`config.mk`:
```
export PLATFORM = sky130hd
export DESIGN_NAME = rainbow_stream
export DESIGN_NICKNAME = d
export VERILOG_FILES = /design/src/rtl/rainbow_stream.sv
export SDC_FILE = /design/constraint.sdc
export NUM_CORES = 1
export LEC_CHECK = 0
export ABC_CLOCK_PERIOD_IN_PS = 2120
export BUFFER_PORTS_ARGS = -buffer_cell sky130_fd_sc_hd__buf_2
export CORE_ASPECT_RATIO = 1.5
export CORE_UTILIZATION = 54
export DETAILED_ROUTE_END_ITERATION = 6
export HOLD_SLACK_MARGIN = 0.06
export PLACE_DENSITY = 0.78
export SLEW_MARGIN = 20
export SYNTH_ARGS = -nofsm -noshare
export SYNTH_HDL_FRONTEND = slang
export SYNTH_SLANG_ARGS = --single-unit
```
`constraint.sdc`:
```
create_clock -name clk -period 2.12 [get_ports clk]
set_input_delay 0.106 -clock clk [delete_from_list [all_inputs] [get_ports clk]]
set_output_delay 0.106 -clock clk [all_outputs]
set_load 0.03 [all_outputs]
```
`src/rtl/rainbow_stream.sv`:
```
// Paces the pixel coordinate counter and turns each (x, y) into a rainbow RGB
// pixel on a two-stage ready/valid stream with start-of-frame and end-of-line markers.
module rainbow_stream #(
  parameter int WIDTH  = 1024,
  parameter int HEIGHT = 768
) (
  input  logic        clk,
  input  logic        rst_n,
  input  logic        run,
  input  logic [9:0]  x_in,
  input  logic [9:0]  y_in,
  output logic        coord_en,
  output logic [23:0] out_tdata,
  output logic        out_tvalid,
  input  logic        out_tready,
  output logic        out_tuser,
  output logic        out_tlast,
  output logic        frame_done
);

  localparam logic [9:0] X_LAST = 10'(WIDTH - 1);
  localparam logic [9:0] Y_LAST = 10'(HEIGHT - 1);

  logic        adv;
  logic        v1_reg;
  logic [10:0] h_reg;
  logic        sof1_reg;
  logic        eol1_reg;
  logic        eof1_reg;
  logic        tvalid_reg;
  logic [23:0] tdata_reg;
  logic        tuser_reg;
  logic        tlast_reg;
  logic        eof2_reg;
  logic        frame_done_reg;
  logic [7:0]  f;
  logic [7:0]  g;
  logic [23:0] rgb_next;

  // One advance strobe for both stages keeps the pipeline lock-stepped under backpressure.
  assign adv      = !tvalid_reg || out_tready;
  assign coord_en = rst_n && run && adv;

  always_ff @(posedge clk) begin
    if (!rst_n) begin
      v1_reg   <= 1'b0;
      h_reg    <= 11'd0;
      sof1_reg <= 1'b0;
      eol1_reg <= 1'b0;
      eof1_reg <= 1'b0;
    end else if (adv) begin
      v1_reg   <= coord_en;
      h_reg    <= {1'b0, x_in} + {2'b00, x_in[9:1]};
      sof1_reg <= (x_in == 10'd0) && (y_in == 10'd0);
      eol1_reg <= (x_in == X_LAST);
      eof1_reg <= (x_in == X_LAST) && (y_in == Y_LAST);
    end
  end

  assign f = h_reg[7:0];
  assign g = 8'hFF - h_reg[7:0];

  // Hue wheel: six 256-step ramps between the primary and secondary colours.
  always_comb begin
    rgb_next = 24'h000000;
    case (h_reg[10:8])
      3'd0:    rgb_next = {8'hFF, f,     8'h00};
      3'd1:    rgb_next = {g,     8'hFF, 8'h00};
      3'd2:    rgb_next = {8'h00, 8'hFF, f    };
      3'd3:    rgb_next = {8'h00, g,     8'hFF};
      3'd4:    rgb_next = {f,     8'h00, 8'hFF};
      3'd5:    rgb_next = {8'hFF, 8'h00, g    };
      default: rgb_next = 24'h000000;
    endcase
  end

  always_ff @(posedge clk) begin
    if (!rst_n) begin
      tvalid_reg <= 1'b0;
      tdata_reg  <= 24'h000000;
      tuser_reg  <= 1'b0;
      tlast_reg  <= 1'b0;
      eof2_reg   <= 1'b0;
    end else if (adv) begin
      tvalid_reg <= v1_reg;
      tdata_reg  <= rgb_next;
      tuser_reg  <= sof1_reg;
      tlast_reg  <= eol1_reg;
      eof2_reg   <= eof1_reg;
    end
  end

  always_ff @(posedge clk) begin
    if (!rst_n) begin
      frame_done_reg <= 1'b0;
    end else begin
      frame_done_reg <= tvalid_reg && out_tready && eof2_reg;
    end
  end

  // Markers from a bubble stage are don't-care internally, so mask them here.
  assign out_tvalid = tvalid_reg;
  assign out_tdata  = tdata_reg;
  assign out_tuser  = tuser_reg && tvalid_reg;
  assign out_tlast  = tlast_reg && tvalid_reg;
  assign frame_done = frame_done_reg;

endmodule

```
==> results of run 1 <==
-- layer usage --
metal / up-vias / part of all wire (%)
li1: 1217 / -
met1: 1112 / 41
met2: 73 / 53
met3: 10 / 3.4
met4: 0 / 2.3
met5: - / 0
-- cells by family after synthesis --
kind of cell             count (synthesis)
AND/OR/NAND/NOR                        129
adder cells (fa/ha/maj)                 17
buffers and inverters                   37
XOR/XNOR                                 4
multiplexers                             2
AO/OA/AOI/OAI                           88
flip-flops                              44
-- synth_stat cells, drive strengths merged (2+ instances only) --
cell type	count	area, sq um
a21oi	33	165
a21o	3	23.8
ha	16	200
a211oi	5	42.5
o21ai	17	85.1
nor2b	4	25.0
inv	12	45.0
nand2	52	195
nor2	42	158
nand4	5	31.3
a311oi	8	70.1
and2	3	18.8
buf	10	55.1
mux2i	2	20.0
a2111oi	8	70.1
nand2b	2	12.5
a221oi	8	70.1
or3	3	18.8
nand3	5	25.0
xnor2	3	26.3
dfxtp	44	881
and3	2	13.8
clkbuf	15	56.3
nor4	3	18.8
-- layout make-up --
| cell class | instances | area (sq um) |
|---|---|---|
| Clock buffer | 6 | 82.6 |
| Sequential cell | 44 | 881 |
| Fill cell | 405 | 1470 |
| Tap cell | 46 | 57.6 |
| Clock inverter | 2 | 10.0 |
| Multi-Input combinational cell | 240 | 1440 |
| Inverter | 12 | 45.0 |
| Timing Repair Buffer | 61 | 330 |
-- metrics by stage --
step	instance area (sq um)	hold slack, ps	cells	util [%]
6_report	2840	114	411	65.9
5_1_grt	2840	122	411	65.9
4_1_cts	2840	117	411	65.9
3_5_place_dp	2740	376	402	63.5
3_3_place_gp	2740	368	402	63.5
2_1_floorplan	2470	246	321	-
-- placed cells by master (no fill, tap or decap), drive strengths merged, types with 2 or more instances in the layout --
cell type / synthesis / routed
nor2: 42 / 42
nand2: 52 / 52
inv: 12 / 12
clkinv: 0 / 2
ha: 16 / 16
a211oi: 5 / 5
a21oi: 33 / 33
a311oi: 8 / 8
and3: 2 / 2
or3: 3 / 3
o21ai: 17 / 17
clkbuf: 15 / 6
nand2b: 2 / 2
a2111oi: 8 / 8
nand3: 5 / 5
a221oi: 8 / 8
mux2i: 2 / 2
buf: 10 / 60
nor4: 3 / 3
a21o: 3 / 3
nand4: 5 / 5
xnor2: 3 / 3
dfxtp: 44 / 44
and2: 3 / 3
nor2b: 4 / 4
-- worst max-delay path: cells and delay by family --
family | cells | cell delay, ps
buf+inv | 1 | 130
xor+xnor | 1 | 130
compound gates | 4 | 940
fa+ha+maj | 2 | 670
-- power by group --
part           total [mW]  switching (mW)  internal [mW]
clock               0.542           0.282          0.260
sequential          0.990          0.0784          0.912
combinational       0.610           0.381          0.229
total                2.14           0.741           1.40
-- worst paths after layout --
check / slack, ps / to / cells after the start
worst max register to register: 460 / out_tdata[9] / 5
worst max-delay path: 350 / h_reg[8] / 8
worst min register to register: 450 / out_tdata[22] / 2
worst min-delay path: 110 / sof1_reg / 4
==> summary.txt, run 1 <==
Timing
  • Setup WS post-layout: 355 ps
  • Setup TNS: 0 ps
  • Fin crit period: 1770 ps
  • RSZ-0062 raised after global routing: false
  • Final setup viols: 0
  • Period Utilization, post-route: 83.3%
  • Final Skew: 5.87 ps
  • Slew @ Worst Pin: 537 ps
  • Achievable Freq: 0.567 GHz
  • Final hold vios: 0
  • Worst rel slew slack: 63.3%
  • Max-slew violations: 0

Yosys
  • Yosys reg bits: 44
  • Synth Area in Compound Gates: 23.4%
  • Seq/Total Area, Yosys: 35.6%
  • EDFF count, synth: 0
  • Mapped Nets: 362
  • Top_reg_cell synth: dfxtp_1
  • Adder-cell share of the synthesized area: 8.91%
  • Async SR Flop Fraction: 0%
  • Syn_area_per_cell: 7.70 sq um
  • Main combinational cell family by area after synthesis: simple AND/OR/NAND/NOR gates
  • Xor/xnor share of the synthesized area: 1.42%
  • Unique cell type count in the Yosys netlist: 46
  • Mux cell area share after synthesis: 0.810%
  • Mapped Area: 2470 sq um
  • Syn. warnings: 0
  • Synthesized netlist cell count: 321
  • Simple-Gate Fraction of Synth Area: 23.5%

Critical path
  • CP arrival: 1980 ps
  • Worst Path Required: 2340 ps
  • Crit-path slowest cell: fa_1
  • Worst Path Max Fanout: 4
  • Crit-path cells: buf_2, ha_1, fa_1, a211oi_1, o21ai_0, o31a_2, xnor2_1, a211oi_1
  • Worst R2R Start: h_reg[9]
  • Worst Setup SP: x_in[1]
  • Crit-path max cell delay: 440 ps
  • CP Launch Type: primary input
  • CP most frequent cell: a211oi_1
  • Worst Path Class, Setup: primary input to flop
  • Crit end category: flop

Finish
  • Final #Nets: 405
  • ANT cells: 0
  • Layout cells sized above 1: 20.5%
  • Max reg flops: 24
  • Area delta synth->final: 15.0%

Detailed routing
  • DRC Markers: 0
  • Vias per inst: 5.87
  • DRT Wirelength: 5530 um
  • DR pass1 iterations: 5
  • Avg WL per Cell: 13.4 um
  • Via Count: 2412
  • Antenna Violating Nets Remaining: 0
  • Starting DRT DRC Count: 62

Clocking
  • Num CTS Buffers: 5
  • H-Tree Level Count: 2
  • Clock transition at path regs: 80 ps
  • Cts hold-fix bufs: 1
  • Root Buffer: clkbuf_8
  • Post-CTS Resized: 0
  • Clock Sink Count: 44
  • CTS tree: built
  • Skew-Pair Late Insertion Delay: 300 ps
  • Clk buf depth: 2
  • # Post-CTS Setup Buffers: 0

Outcome
  • Status: completed

Global routing
  • Global-route wire length before repair: 9190 um
  • Global route overflow: 0
  • Met3 Use GR: 3.20%
  • Number of global-route vias before repair: 2160
  • Largest net degree at the start of global routing: 29
  • Initial antenna violation count: 0
  • GR Util met2: 45.1%
  • Gr busiest metal: met2
  • Total GRT Usage: 24.1%
  • Met1 Usage GRT: 25.9%

Die
  • Initial Util: 57.3%
  • Core Rows: 29
  • Die W: 57.2 um
  • I/O Pins: 53
  • Die Y: 84.9 um
  • Core area: 4320 sq um
  • Die area: 4860 sq um

Min path
  • Hold Startpoint: y_in[8]
  • HP Class: primary input to flop

Pwr
  • Leak: 1.31 nW
  • Post-route total power: 2.14 mW
  • Pwr dens: 753 nW/um^2
  • Max VDD drop: 403 uV

Run
  • Max_cap viols: 0

Place
  • IO buf count: 52
  • HPWL Detailed: 4160 um
  • DP Worst Slack: 64.7 ps
  • Placer congestion estimate: 0.908
No activity file was read; power rests on OpenSTA's default activity.
==> run 2, diff against run 1 <==
ABC_CLOCK_PERIOD_IN_PS = 1800   (was 2120)
clock period = 1.8 ns   (was 2.12 ns; I/O delays follow)
==> summary.txt, run 2 (same netlist as run 1, synthesis figures left out) <==
Clocking
  • Clock Sink Count: 44
  • Num CTS Buffers: 5
  • Clk buf depth: 2
  • H-Tree Level Count: 2
  • Skew-Pair Late Insertion Delay: 290 ps
  • # Post-CTS Setup Buffers: 0
  • Root Buffer: clkbuf_8
  • CTS tree: built
  • Clock transition at path regs: 80 ps

Finish
  • Commonest cells after routing, fill and taps aside: 52 x nand2_1, 52 x buf_2, 44 x dfxtp_1, 42 x nor2_1, 33 x a21oi_1
  • Area delta synth->final: 17.1%
  • Max reg flops: 24
  • Final #Nets: 410
  • Layout cells sized above 1: 21.4%
  • Filler cells: 420
  • Design area: 2890 sq um
  • ANT cells: 0

Die
  • Die W: 57.2 um
  • Die area: 4860 sq um
  • I/O Pins: 53
  • Core area: 4320 sq um
  • Initial Util: 57.3%
  • Core Rows: 29
  • Die Y: 84.9 um

Detailed routing
  • Vias per inst: 5.70
  • DRT Wirelength: 5480 um
  • Via Count: 2373
  • Avg WL per Cell: 13.2 um
  • DRC Markers: 0
  • Antenna Violating Nets Remaining: 0
  • DR pass1 iterations: 4
  • Starting DRT DRC Count: 79

Place
  • IO buf count: 52
  • DP Worst Slack: -129 ps
  • Placer congestion estimate: 0.919
  • Placed instance area: 2790 sq um
  • HPWL Detailed: 4140 um

Critical path
  • CP Launch Type: primary input
  • Crit end category: flop
  • Worst Path Required: 2010 ps
  • Worst Path Max Fanout: 2
  • Worst Path Class, Setup: primary input to flop
  • CP arrival: 1830 ps

Timing
  • Final Skew: 4.39 ps
  • Setup WS post-layout: 185 ps
  • Final hold vios: 0
  • Max-slew violations: 0
  • Slew @ Worst Pin: 513 ps
  • Achievable Freq: 0.619 GHz
  • Period Utilization, post-route: 89.7%
  • Final setup viols: 0
  • Hold slack final: 100 ps
  • RSZ-0062 raised after global routing: false
  • Worst rel slew slack: 65.7%
  • Fin crit period: 1620 ps

Pwr
  • Part of the power in the clock network: 25.0%
  • Sequential power share: 46.1%
  • Max VDD drop: 427 uV
  • P_int: 1.67 mW
  • Pwr dens: 874 nW/um^2
  • Psw: 0.860 mW
  • Leak: 1.33 nW
  • Comb power frac: 29.0%
  • Net Sw Frac: 34.0%

Global routing
  • Initial antenna violation count: 0
  • Largest net degree at the start of global routing: 28
  • GR Util met2: 44.1%
  • Number of global-route vias before repair: 2151
  • Global route overflow: 0
  • Met1 Usage GRT: 27.8%
  • Global-route wire length before repair: 9350 um
  • Total GRT Usage: 24.5%
  • Gr busiest metal: met2
  • Met3 Use GR: 3.81%

Run
  • Max_cap viols: 0

Min path
  • HP Class: primary input to flop

Outcome
  • Status: completed
==> run 2: worst paths after layout <==
path                               startpoint       endpoint  slack (ps)  cells past startpoint
worst max register to register       h_reg[9]   out_tdata[9]         210                      5
worst min register to register  out_tdata[19]  out_tdata[19]         450                      2
worst max-delay path                  x_in[0]       h_reg[8]         180                      8
worst min-delay path                  y_in[8]       sof1_reg         100                      4
==> run 2: critical path, cell delays in order <==
cell      delay (ps)
buf_2            110
ha_1             220
fa_1             390
a211oi_1         220
o21ai_0          160
o31a_2           320
xnor2_1          120
a211oi_1         200
==> run 2: cell type report <==
class / count / area, sq um / share of cell area, %
Multi-Input combinational cell: 240 / 1440 / 49.8
Sequential cell: 44 / 881 / 30.4
Timing Repair Buffer: 66 / 380 / 13.1
Clock buffer: 8 / 90.1 / 3.11
Tap cell: 46 / 57.6 / 1.99
Inverter: 12 / 45.0 / 1.56
==> run 2: power by group through the flow <==
stage	Sequential (mW)	Combinational, mW	Clock [mW]
2_1_floorplan	1.30	0.410	0
3_3_place_gp	1.18	0.720	0
3_5_place_dp	1.19	0.730	0
4_1_cts	1.16	0.734	0.645
5_1_grt	1.18	0.817	0.682
6_report	1.17	0.733	0.631
==> run 2: timing repair <==
item / CTS / global route
endpoints found under the hold margin: 1 / 0
gates resized for setup: 0 / 1
endpoints found under the setup margin: 0 / 1
hold buffers: 1 / 0
==> run 2: stage by stage <==
step	utilization (%)	total power, mW	instances	setup TNS, ps
after global placement	64.6	1.90	407	-73.9
after global routing	67.0	2.68	416	0
after detailed placement	64.6	1.92	407	-237
final	67.0	2.53	416	0
after CTS	67.0	2.54	416	0
after floorplan	-	1.71	321	0
==> run 2: routing by layer <==
| metal | up-vias | share of wire (%) |
|---|---|---|
| met5 | - | 0 |
| met4 | 0 | 2.2 |
| met3 | 9 | 2.8 |
| met2 | 64 | 53 |
| met1 | 1069 | 42 |
| li1 | 1231 | - |
==> run 3, diff against run 2 <==
ABC_AREA = 1   (was unset)
==> summary.txt, run 3 <==
Outcome
  • Status: finished, violations left
  • Failing checks: DRC

Global routing
  • Largest net degree at the start of global routing: 37
  • Initial antenna violation count: 0
  • Global route overflow: 0
  • Total GRT Usage: 23.6%
  • Global-route wire length before repair: 9180 um
  • Number of global-route vias before repair: 2142

Critical path
  • Worst Path Max Fanout: 36
  • Worst Path Class, Setup: primary input to primary output
  • Crit-path cells: dlygate4sd3_1, buf_2, nor2_2, inv_4, nand3_1, inv_1, buf_2
  • Worst Path Required: 1710 ps
  • Crit-path max cell delay: 510 ps
  • CP most frequent cell: buf_2
  • R2R cell count: 5
  • Crit end category: primary output
  • Crit-path slowest cell: dlygate4sd3_1
  • CP Launch Type: primary input
  • CP arrival: 1440 ps

Yosys
  • Syn_area_per_cell: 6.88 sq um
  • Async SR Flop Fraction: 0%
  • Synthesized netlist cell count: 364
  • Mapped Area: 2500 sq um
  • Top_reg_cell synth: dfxtp_1
  • Count leader, synth: nand2_1
  • Synth top area cells: dfxtp_1 35%, nand2_1 14%, a21oi_1 8.4%, ha_1 8.0%, inv_1 6.3%
  • Most frequent cells after synthesis: 92 x nand2_1, 44 x dfxtp_1, 42 x a21oi_1, 42 x inv_1, 24 x nand3_1
  • Most area-hungry cell type in the Yosys netlist: dfxtp_1
  • Post-synth top area share: 35.2%
  • Mapped Nets: 405
  • Yosys reg bits: 44
  • Unique cell type count in the Yosys netlist: 31
  • Syn. warnings: 0
  • EDFF count, synth: 0
  • Seq/Total Area, Yosys: 35.2%

Die
  • Initial Util: 55.6%
  • Core area: 4500 sq um
  • Die W: 57.6 um
  • Die Y: 85.4 um
  • Core Rows: 30
  • Die area: 4920 sq um
  • I/O Pins: 53

Finish
  • Final Util: 65.5%
  • Design area: 2950 sq um
  • Most common cell after layout, fill and taps aside: nand2_1
  • Commonest cells after routing, fill and taps aside: 92 x nand2_1, 52 x buf_2, 44 x dfxtp_1, 42 x inv_1, 42 x a21oi_1
  • Max reg flops: 24
  • ANT cells: 0
  • Area delta synth->final: 17.8%
  • Layout cells sized above 1: 17.5%
  • Final #Nets: 458

Pwr
  • Part of the power in the clock network: 29.4%
  • Sequential power share: 43.1%
  • Comb power frac: 27.5%
  • Pwr dens: 922 nW/um^2
  • Max VDD drop: 344 uV
  • Psw: 0.891 mW
  • P_int: 1.83 mW
  • Net Sw Frac: 32.8%
  • Leak: 1.48 nW

Timing
  • Setup TNS: 0 ps
  • Achievable Freq: 0.654 GHz
  • Period Utilization, post-route: 85.0%
  • Final hold vios: 0
  • Max-slew violations: 0
  • Slew @ Worst Pin: 481 ps
  • Worst rel slew slack: 67.7%
  • Final Skew: 9.44 ps
  • RSZ-0062 raised after global routing: false
  • Fin crit period: 1530 ps
  • Final setup viols: 0

Clocking
  • Clock Sink Count: 44
  • Num CTS Buffers: 5
  • H-Tree Level Count: 2
  • Skew-Pair Late Insertion Delay: 290 ps
  • # Post-CTS Setup Buffers: 0
  • Clk buf depth: 2
  • CTS tree: built
  • Root Buffer: clkbuf_8
  • Clock transition at path regs: 80 ps

Detailed routing
  • DRC Markers: 1
  • DR pass1 iterations: 7
  • Via Count: 2427
  • Antenna Violating Nets Remaining: 0
  • Starting DRT DRC Count: 77
  • Vias per inst: 5.21
  • DRT Wirelength: 5430 um
  • Avg WL per Cell: 11.6 um

Place
  • Placed instance area: 2800 sq um
  • Placer congestion estimate: 0.900
  • HPWL Detailed: 4080 um
  • IO buf count: 52

Run
  • Max_cap viols: 0

Min path
  • HP Class: primary input to flop
  • Hold-critical path depth: 4
## run 3: cell count changes after synthesis, sizes merged, moves of 5 or more
cell     delta
a311oi      -8
clkbuf      -9
nand3      +19
a221oi      -8
nor2       -20
a21oi       +9
a2111oi     -8
o21ai      +14
nand2      +42
inv        +33
a211oi      -5
o211ai     +12
## run 3: worst paths after layout
kind,end,from,slack (ps)
max,coord_en,out_tready,270
min,sof1_reg,y_in[7],90
max reg2reg,out_tdata[22],h_reg[8],290
min reg2reg,frame_done,eof2_reg,460
## run 3: final cells by class
class | instances | area (sq um)
flip-flops and latches | 44 | 881
multi-input cells | 262 | 1400
fillers | 427 | 1550
clock inverters | 1 | 30.0
clock buffers | 7 | 96.3
well taps | 48 | 60.1
inverters | 46 | 175
repair buffers | 58 | 310
## run 3: metrics by stage
| step | hold slack, ps | cells | setup WS [ps] | power (mW) |
|---|---|---|---|---|
| 6_report | 90.8 | 466 | 271 | 2.72 |
| 5_1_grt | 103 | 466 | 93.0 | 2.88 |
| 4_1_cts | 80.1 | 466 | 66.0 | 2.74 |
| 3_5_place_dp | 373 | 456 | 248 | 1.94 |
| 3_3_place_gp | 357 | 456 | 268 | 1.92 |
| 2_1_floorplan | 229 | 364 | 424 | 1.73 |
## run 3: critical path: cells and delay by family
family / cells / cell delay [ps]
buffers and inverters: 5 / 1130
and+or+nand+nor: 2 / 210
## run 3: kinds of logic (layout without fill, tap and decap cells)
group	count (synthesis)	count (layout)	synth area share, %
AOI/OAI and AO/OA	93	93	21.0
DFF	44	44	35.2
adders and majority gates	17	17	8.79
xor gates and xnor gates	3	3	1.05
buffers and inverters	58	112	9.14
and+or+nand+nor	149	149	24.8
## run 3: layer usage
layer	GRT usage [%]	vias to the layer above	part of all wire (%)
met4	9.98	0	2.7
met5	0	-	0
met1	26.8	1071	42
met2	42.8	43	53
li1	-	1300	-
met3	3.51	13	2.3
## run 3: repair_timing
item,4_1_cts,5_1_grt
hold buffers,2,0
endpoints found under the hold margin,2,0
resized for setup,0,2
setup endpoints to repair,0,1
## run 3: power by group through the flow
stage,sequential (mW),clock [mW],combinational (mW)
global route,1.19,0.853,0.842
CTS,1.17,0.824,0.750
detailed placement,1.19,0,0.743
finish,1.17,0.800,0.749
floorplan,1.32,0,0.402
global placement,1.19,0,0.729
